[src/rtl/load_store_unit.sv]
// Byte/half/word load-store front end for a word-organised, big-endian data memory.
// Optional misalignment trap is enabled by defining LSU_MISALIGN_TRAP_EN.
module load_store_unit #(
  parameter int DEPTH_WORDS = 256
) (
  input  logic        clk,
  input  logic        rst,
  input  logic        req_valid,
  output logic        req_ready,
  input  logic        req_we,
  input  logic [1:0]  req_size,
  input  logic        req_signed,
  input  logic [31:0] req_addr,
  input  logic [31:0] req_wdata,
  output logic        rsp_valid,
  output logic [31:0] rsp_rdata,
  output logic        err,
  output logic        mem_wr,
  output logic [31:0] mem_addr,
  output logic [31:0] mem_wdata,
  input  logic [31:0] mem_rdata
);
  localparam int AW = $clog2(DEPTH_WORDS);

  typedef enum logic [1:0] {IDLE, RD, WR, DONE} state_t;

  state_t      r_state;
  state_t      w_state_next;
  logic        r_we;
  logic        r_signed;
  logic [1:0]  r_size;
  logic [1:0]  r_off;
  logic [31:0] r_wdata;

  logic        r_req_ready;
  logic        r_rsp_valid;
  logic [31:0] r_rsp_rdata;
  logic        r_err;
  logic        r_mem_wr;
  logic [31:0] r_mem_addr;
  logic [31:0] r_mem_wdata;

  logic        w_accept;
  logic        w_misalign;
  logic [31:0] w_rdata_next;
  logic [31:0] w_wdata_next;
  logic [31:0] w_addr_next;
  logic        w_err_next;
  logic [4:0]  w_bsh;
  logic [31:0] w_bshifted;
  logic [31:0] w_hshifted;
  logic [31:0] w_load_ext;
  logic [3:0]  w_lane_hit;
  logic [7:0]  w_lane_new [4];
  logic [31:0] w_merged;
  logic        w_unused;

  assign w_accept = req_valid && r_req_ready;
  assign w_unused = &{1'b0, req_addr[31:AW+2]};

`ifdef LSU_MISALIGN_TRAP_EN
  assign w_misalign = ((req_size == 2'b01) && req_addr[0]) ||
                      (req_size[1] && (req_addr[1:0] != 2'b00));
`else
  assign w_misalign = 1'b0;
`endif

  // Big-endian: offset 0 lives in the top byte, so shift right by 8*(3-off).
  assign w_bsh      = {~r_off, 3'b000};
  assign w_bshifted = mem_rdata >> w_bsh;
  assign w_hshifted = r_off[1] ? mem_rdata : (mem_rdata >> 16);

  always_comb begin
    w_load_ext = mem_rdata;
    case (r_size)
      2'b00:   w_load_ext = {{24{r_signed & w_bshifted[7]}}, w_bshifted[7:0]};
      2'b01:   w_load_ext = {{16{r_signed & w_hshifted[15]}}, w_hshifted[15:0]};
      default: w_load_ext = mem_rdata;
    endcase
  end

  // Lane gi covers bits [31-8*gi -: 8]; only the addressed lanes take store data.
  genvar gi;
  generate
    for (gi = 0; gi < 4; gi++) begin : g_lane
      localparam logic [1:0] LANE = 2'(gi);
      assign w_lane_hit[gi] = (r_size == 2'b00) ? (r_off == LANE) : (r_off[1] == LANE[1]);
      assign w_lane_new[gi] = ((r_size == 2'b01) && !LANE[0]) ? r_wdata[15:8] : r_wdata[7:0];
      assign w_merged[31-8*gi -: 8] = w_lane_hit[gi] ? w_lane_new[gi] : mem_rdata[31-8*gi -: 8];
    end
  endgenerate

  always_comb begin
    w_state_next = r_state;
    w_rdata_next = r_rsp_rdata;
    w_wdata_next = r_mem_wdata;
    w_addr_next  = r_mem_addr;
    w_err_next   = 1'b0;
    case (r_state)
      IDLE: begin
        if (w_accept) begin
          w_addr_next  = {{(32-AW){1'b0}}, req_addr[AW+1:2]};
          w_rdata_next = '0;
          if (w_misalign) begin
            w_state_next = DONE;
            w_err_next   = 1'b1;
          end else if (req_we && req_size[1]) begin
            w_state_next = WR;
            w_wdata_next = req_wdata;
          end else begin
            w_state_next = RD;
          end
        end
      end
      RD: begin
        if (r_we) begin
          w_wdata_next = w_merged;
          w_state_next = WR;
        end else begin
          w_rdata_next = w_load_ext;
          w_state_next = DONE;
        end
      end
      WR:      w_state_next = DONE;
      DONE:    w_state_next = IDLE;
      default: w_state_next = IDLE;
    endcase
  end

  // Strobes are decoded from the next state so every output comes straight from a flop.
  always_ff @(posedge clk or posedge rst) begin
    if (rst) begin
      r_state     <= IDLE;
      r_we        <= 1'b0;
      r_signed    <= 1'b0;
      r_size      <= 2'b00;
      r_off       <= 2'b00;
      r_wdata     <= '0;
      r_req_ready <= 1'b1;
      r_rsp_valid <= 1'b0;
      r_rsp_rdata <= '0;
      r_err       <= 1'b0;
      r_mem_wr    <= 1'b0;
      r_mem_addr  <= '0;
      r_mem_wdata <= '0;
    end else begin
      r_state     <= w_state_next;
      if (r_state == IDLE && w_accept) begin
        r_we     <= req_we;
        r_signed <= req_signed;
        r_size   <= req_size;
        r_off    <= req_addr[1:0];
        r_wdata  <= req_wdata;
      end
      r_req_ready <= (w_state_next == IDLE);
      r_rsp_valid <= (w_state_next == DONE);
      r_mem_wr    <= (w_state_next == WR);
      r_rsp_rdata <= w_rdata_next;
      r_err       <= w_err_next;
      r_mem_addr  <= w_addr_next;
      r_mem_wdata <= w_wdata_next;
    end
  end

  assign req_ready = r_req_ready;
  assign rsp_valid = r_rsp_valid;
  assign rsp_rdata = r_rsp_rdata;
  assign err       = r_err;
  assign mem_wr    = r_mem_wr;
  assign mem_addr  = r_mem_addr;
  assign mem_wdata = r_mem_wdata;

endmodule

[config.mk]
export PLATFORM = sky130hd
export DESIGN_NAME = load_store_unit
export DESIGN_NICKNAME = d
export VERILOG_FILES = /design/src/rtl/load_store_unit.sv
export SDC_FILE = /design/constraint.sdc
export NUM_CORES = 1
export LEC_CHECK = 0
export ABC_AREA = 1
export ABC_CLOCK_PERIOD_IN_PS = 4550
export CORE_MARGIN = 4
export CORE_UTILIZATION = 43
export CTS_CLUSTER_DIAMETER = 120
export DETAILED_ROUTE_END_ITERATION = 16
export GPL_ROUTABILITY_DRIVEN = 0
export PLACE_DENSITY = 0.85
export SETUP_SLACK_MARGIN = 0.3
export SKIP_LAST_GASP = 1
export SLEW_MARGIN = 5
export SYNTH_ARGS = -nofsm -noshare
export SYNTH_HDL_FRONTEND = slang
export SYNTH_SLANG_ARGS = --single-unit
[constraint.sdc]
create_clock -name clk -period 4.55 [get_ports clk]
set_clock_uncertainty 0.05 [all_clocks]
set_input_delay 1.1375 -clock clk [delete_from_list [all_inputs] [get_ports clk]]
set_output_delay 1.1375 -clock clk [all_outputs]
set_load 0.02 [all_outputs]
### Word-level counts from Yosys, hierarchy flattened

Cells that the tools add are included.

* bits in registers: 99
* bits of input ports: 103
* word-level logic and storage cells: 63

* equality and inequality tests: 13
* shift operators: 1
* multiplexer cells: 22
* bitwise gates (word level): 4
* reductions and logical operators: 11

Operator list (count)
* $pmux 32 s2: 3
* $mux 32: 5
* $mux 8: 5
* $shr 32x5->8: 1
* $mux 16: 1
* $eq 2x2->1 const B: 6
* $logic_not 2->1: 4
* $ne 2x2->1 const B: 4
* $pmux 2 s4: 1
* $eq 2x1->1 const B: 3
* $mux 1: 5
* $mux 2: 2
* $reduce_and 4->1: 1
* $logic_and 1x1->1: 3
* $reduce_and 3->1: 1
* $and 1x1->1: 2
* $not 2->2: 1
* $reduce_and 2->1: 1
* $reduce_bool 2->1: 1
* $not 1->1: 1

### Logic depth before layout (Yosys ltp)

* depth in word-level cells: 6
* depth in mapped cells: 11
* mapped depth without buffers: 9

### Worst setup path after synthesis

Ideal clock, no wire load.

* path kind: input port to flip-flop
* from: input port req_valid
* to: register r_mem_wdata[16] (netlist: mem_wdata[16])
* library setup time: 0.116 ns
* data arrival time: 1.991 ns
* data required time: 4.384 ns
* slack: 2.393 ns
* cell stages on the path: 9
* path through: nand2_1 -> inv_1 -> nand2_2 -> nand2_2 -> nand3_4 -> buf_1 -> nor2_1 -> nand2_1 -> nand2_1

* cells in the longest elaborated chain, start to end: 3

Ends and longest elaborated chain
* start: declaration: RTL line 8 `input logic req_valid,`
* $logic_and 1x1->1: RTL line 58 `assign w_accept = req_valid && r_req_ready;`
* $ne 2x2->1 (no line)
* $reduce_and 4->1 (no line)
* end signal: assignment: RTL line 161 `r_mem_wdata <= w_wdata_next;`
* end: declaration: RTL line 41 `logic [31:0] r_mem_wdata;`

Every way passes these cells.
A chain may end at the register's enable or synchronous reset.

### Worst setup path after layout

* from: input port req_valid
* to: register r_mem_wdata[11] (netlist: mem_wdata[11])

Same word-level chain as after synthesis.

==> flow_results.org <==
** Run status
- The run finished with clean final reports.

** Die
- I/O pin count :: 203
- Area enclosed by the die boundary :: ~0.015 mm^2
- The floorplan step defined a core boundary enclosing around 0.013 mm^2.
- The initialized floorplan defines 41 standard-cell rows.
- Vert. Die Dim :: between 100 and 150 um
- From left edge to right edge, the die measures 121.1 um.
- Once the floorplan was initialized, standard cells occupied 43.79% of the core.

** Clock network
- Number of post-CTS setup repair buffers :: 0
- The tree is rooted in a sky130_fd_sc_hd__clkbuf_16.
- Gates resized during post-CTS repair numbered 0.
- The later pin in the worst-skew pair is clocked with a latency of roughly 0.35 ns.
- The clock passes through at most 2 buffers.
- H-tree level count :: 3
- In this run, CTS created clock tree buffers numbering 9.
- The clock drives 99 sinks.
- TritonCTS built the clock tree.
- Clock-pin slew was measured on the worst setup and hold paths at 0.07 ns.
- Hold bufs inserted after CTS :: 0

** Synth
- Yosys warnings :: 0
- The synthesized design contains between 90 and 100 register bits.
- Number of distinct library cells after synthesis :: 30
- Synthesis produced 768 cells.
- After synthesis, flip-flops and latches occupy 45.03% of the total area.
- Average cell area after synthesis :: 7.167 um^2
- Post-Syn Area :: approximately 0.0055 mm^2

** Cells and area
- After the flow finishes, the layout carries non-filler instances totaling between 1000 and 1500.
- Fillers :: 1142
- Relative to the synthesized area, the layout overhead comes to 33.39%.
- Multi-input logic area :: 0.002507 mm^2
- In the final layout, the share of cells above drive strength 1 is 5.843%.
- Net count of the finished layout :: 1008
- Total area of sequential cells :: approximately 0.0025 mm^2
- The repair_antennas step left the layout with diodes totalling 0.

** Critical path
- The worst register-to-register path begins at r_state[1].
- Critical Path Source :: req_valid
- Data required, critical path :: 4.79 ns
- Number of cells on the worst reg-to-reg path :: 9
- The worst setup path is of the primary input to flip-flop kind.
- Worst Setup End Kind :: flip-flop
- Startpoint types :: primary input
- CP Data Arrival Time :: around 3.3 ns
- Maximum fanout along the worst path :: between 40 and 50

** Global route
- For this run the aggregate overflow at the end of global routing stands at 0.
- Via count of the first global-routing pass :: 4996
- Overall fraction of global-route tracks in use :: 22.94%
- Number of antenna violations at the first check in global routing :: 0
- The first global-routing pass estimated approximately 26 mm of wire.
- Pin count of the biggest net entering global routing :: 47

** Routing
- # DRC :: 0
- In the routed layout, each cell is associated on average with a via count of 5.039.
- DR iter-0 viols :: 549
- Post-Route M1 WL :: 6.871 mm
- The first detailed-routing pass ran for 7 iterations.
- The count of nets left with antenna violations once routing finished came out at 0.
- Summed over all nets, wire length on met3 after detailed routing comes to 1.400 mm.
- Routed length per placed instance :: 15.57 um
- Vias :: 5437
- Highest metal used :: met4
- In the detailed route, the total length drawn on met2 is around 7.7 mm.
- The final layout contains routed wiring with a total length of between 15 and 20 mm.

** Power and ir drop
- Share of total power in sequential cells :: 31.2%
- Clock network power share :: 15.7%
- The analysis attributes to net switching a power of 2181 uW.
- Combinational group share of total power :: 53.1%
- IR analysis of the VDD net gives a maximum drop of between 300 and 400 uV.
- Ratio of total power to cell area :: approximately 660 mW/mm^2
- The internal power of the cells totals between 2000 and 3000 uW.
- Summed over all cells, the static leakage comes to ~0.0037 uW.
- Net switching is around 45% of the power.

** STA
- Across all hold checks on the routed design, the worst slack comes to approximately 0.43 ns.
- RSZ-0062 raised after global routing :: no
- Measured against its own limit, the worst slew margin works out to 31.57%.
- Count of pins over their slew limit :: 0
- Setup violations remaining at the end of the flow were counted as 0.
- The count of final hold-check violations was 0.
- Total negative setup slack :: 0 ns
- The routed design could run at a clock period as short as between 3 and 4 ns.
- Final period utilization :: 67.29%
- Transition time at the pin with the least slew margin :: 1.023 ns
- Timing would allow up to 326.6 MHz.

** Placed design
- Port Buffers :: approximately 160
- After legalization and detailed placement, the total HPWL measured 12.52 mm.
- Total instance count after detailed placement :: 1063

** Job
- Reported max-cap violation count :: 0

** Hold path
- The worst hold path begins at mem_wdata[2].
- The path class of the tightest hold or removal check is flip-flop to flip-flop.
- The worst hold path was traced through 2 stages.
==> power by group through the flow <==
stage | Sequential [uW] | Combinational [uW] | Clock, uW
final | 1520 | 2590 | 769
after CTS | 1520 | 2570 | 772
after global routing | 1560 | 2850 | 814
after global placement | 1510 | 2500 | 0
after floorplan | 1800 | 1360 | 0
after detailed placement | 1520 | 2550 | 0
==> sequential cells by signal, indices dropped and copies added (netlist names) <==
register / cells
r_we: 1
mem_wr: 1
rsp_rdata: 32
r_state: 2
r_wdata: 16
r_size: 2
r_off: 2
r_signed: 1
req_ready: 1
mem_wdata: 32
mem_addr: 8
rsp_valid: 1
==> worst paths after layout <==
| kind | to | slack (ns) |
|---|---|---|
| max | mem_wdata[11] | 1.49 |
| min | mem_wdata[2] | 0.43 |
| max reg2reg | mem_wdata[11] | 1.93 |
| min reg2reg | mem_wdata[2] | 0.43 |
| max in group asynchronous | r_wdata[14] | 2.53 |
| min in group asynchronous | mem_addr[1] | 1.14 |
==> logic make-up after synthesis <==
logic type / share of synthesized area [%]
AOI/OAI and AO/OA: 10.23
adders and majority gates: 0.6820
buffers and inverters: 11.25
DFF: 45.03
muxes: 1.841
other: 0.06813
and+or+nand+nor: 30.89
==> critical path, cell delays in order <==
cell,delay (ns)
sky130_fd_sc_hd__clkdlybuf4s50_1,0.45
sky130_fd_sc_hd__nand2_1,0.06
sky130_fd_sc_hd__inv_1,0.11
sky130_fd_sc_hd__nand2_2,0.23
sky130_fd_sc_hd__nand2_2,0.21
sky130_fd_sc_hd__nand3_4,0.40
sky130_fd_sc_hd__clkinv_2,0.42
sky130_fd_sc_hd__nand3_1,0.17
sky130_fd_sc_hd__nand2_1,0.09
==> Yosys cell counts (all sizes together) <==
cell / number / area [um^2]
clkinv: 1 / 5.000
or2: 3 / 18.77
o21ai: 51 / 255.3
a21oi: 58 / 294.0
dfstp: 1 / 26.28
nor2: 89 / 336.6
inv: 64 / 242.7
nand2: 267 / 1035
buf: 42 / 296.5
conb: 1 / 3.750
o211ai: 1 / 7.510
ha: 3 / 37.54
clkbuf: 20 / 75.07
nand3b: 1 / 7.510
mux2: 9 / 101.4
dfrtp: 98 / 2452
o22ai: 1 / 6.260
nand3: 58 / 302.8
==> through the flow <==
| step | cell area (um^2) | power, uW | setup WS, ns | util [%] |
|---|---|---|---|---|
| after floorplan | 5594 | 3152 | 0.7737 | - |
| after global placement | 7041 | 4015 | 1.164 | 56.02 |
| after detailed placement | 7041 | 4077 | 1.150 | 56.02 |
| after CTS | 7335 | 4863 | 1.498 | 58.36 |
| after global routing | 7342 | 5230 | 1.301 | 58.42 |
| final | 7342 | 4881 | 1.488 | 58.42 |
==> final cells by class <==
class	instances	area share, %
Timing Repair Buffer	161	21.75
Multi-Input combinational cell	566	34.15
Sequential cell	99	33.76
Inverter	65	3.408
Tap cell	172	2.931
Clock inverter	6	0.7498
Clock buffer	10	3.255
==> layout by cell type (no fill, tap or decap), types with 3 or more instances in the layout <==
master and n:
sky130_fd_sc_hd__o21ai_0 49, sky130_fd_sc_hd__ha_1 3, sky130_fd_sc_hd__nor2_1 88, sky130_fd_sc_hd__a21oi_1 57, sky130_fd_sc_hd__mux2_2 9, sky130_fd_sc_hd__clkdlybuf4s50_1 155, sky130_fd_sc_hd__nand2_1 258, sky130_fd_sc_hd__inv_2 3
sky130_fd_sc_hd__dfrtp_1 98, sky130_fd_sc_hd__nand2_2 7, sky130_fd_sc_hd__conb_1 25, sky130_fd_sc_hd__inv_1 59, sky130_fd_sc_hd__clkbuf_16 9, sky130_fd_sc_hd__buf_4 6, sky130_fd_sc_hd__nand3_1 57, sky130_fd_sc_hd__clkinv_2 6
==> routing by layer <==
layer	track usage, %	vias to the layer above
met5	0	-
li1	-	2629
met1	31.33	2455
met2	34.73	298
met3	4.009	55
met4	12.54	0
Power figures use the tool's default switching activity.
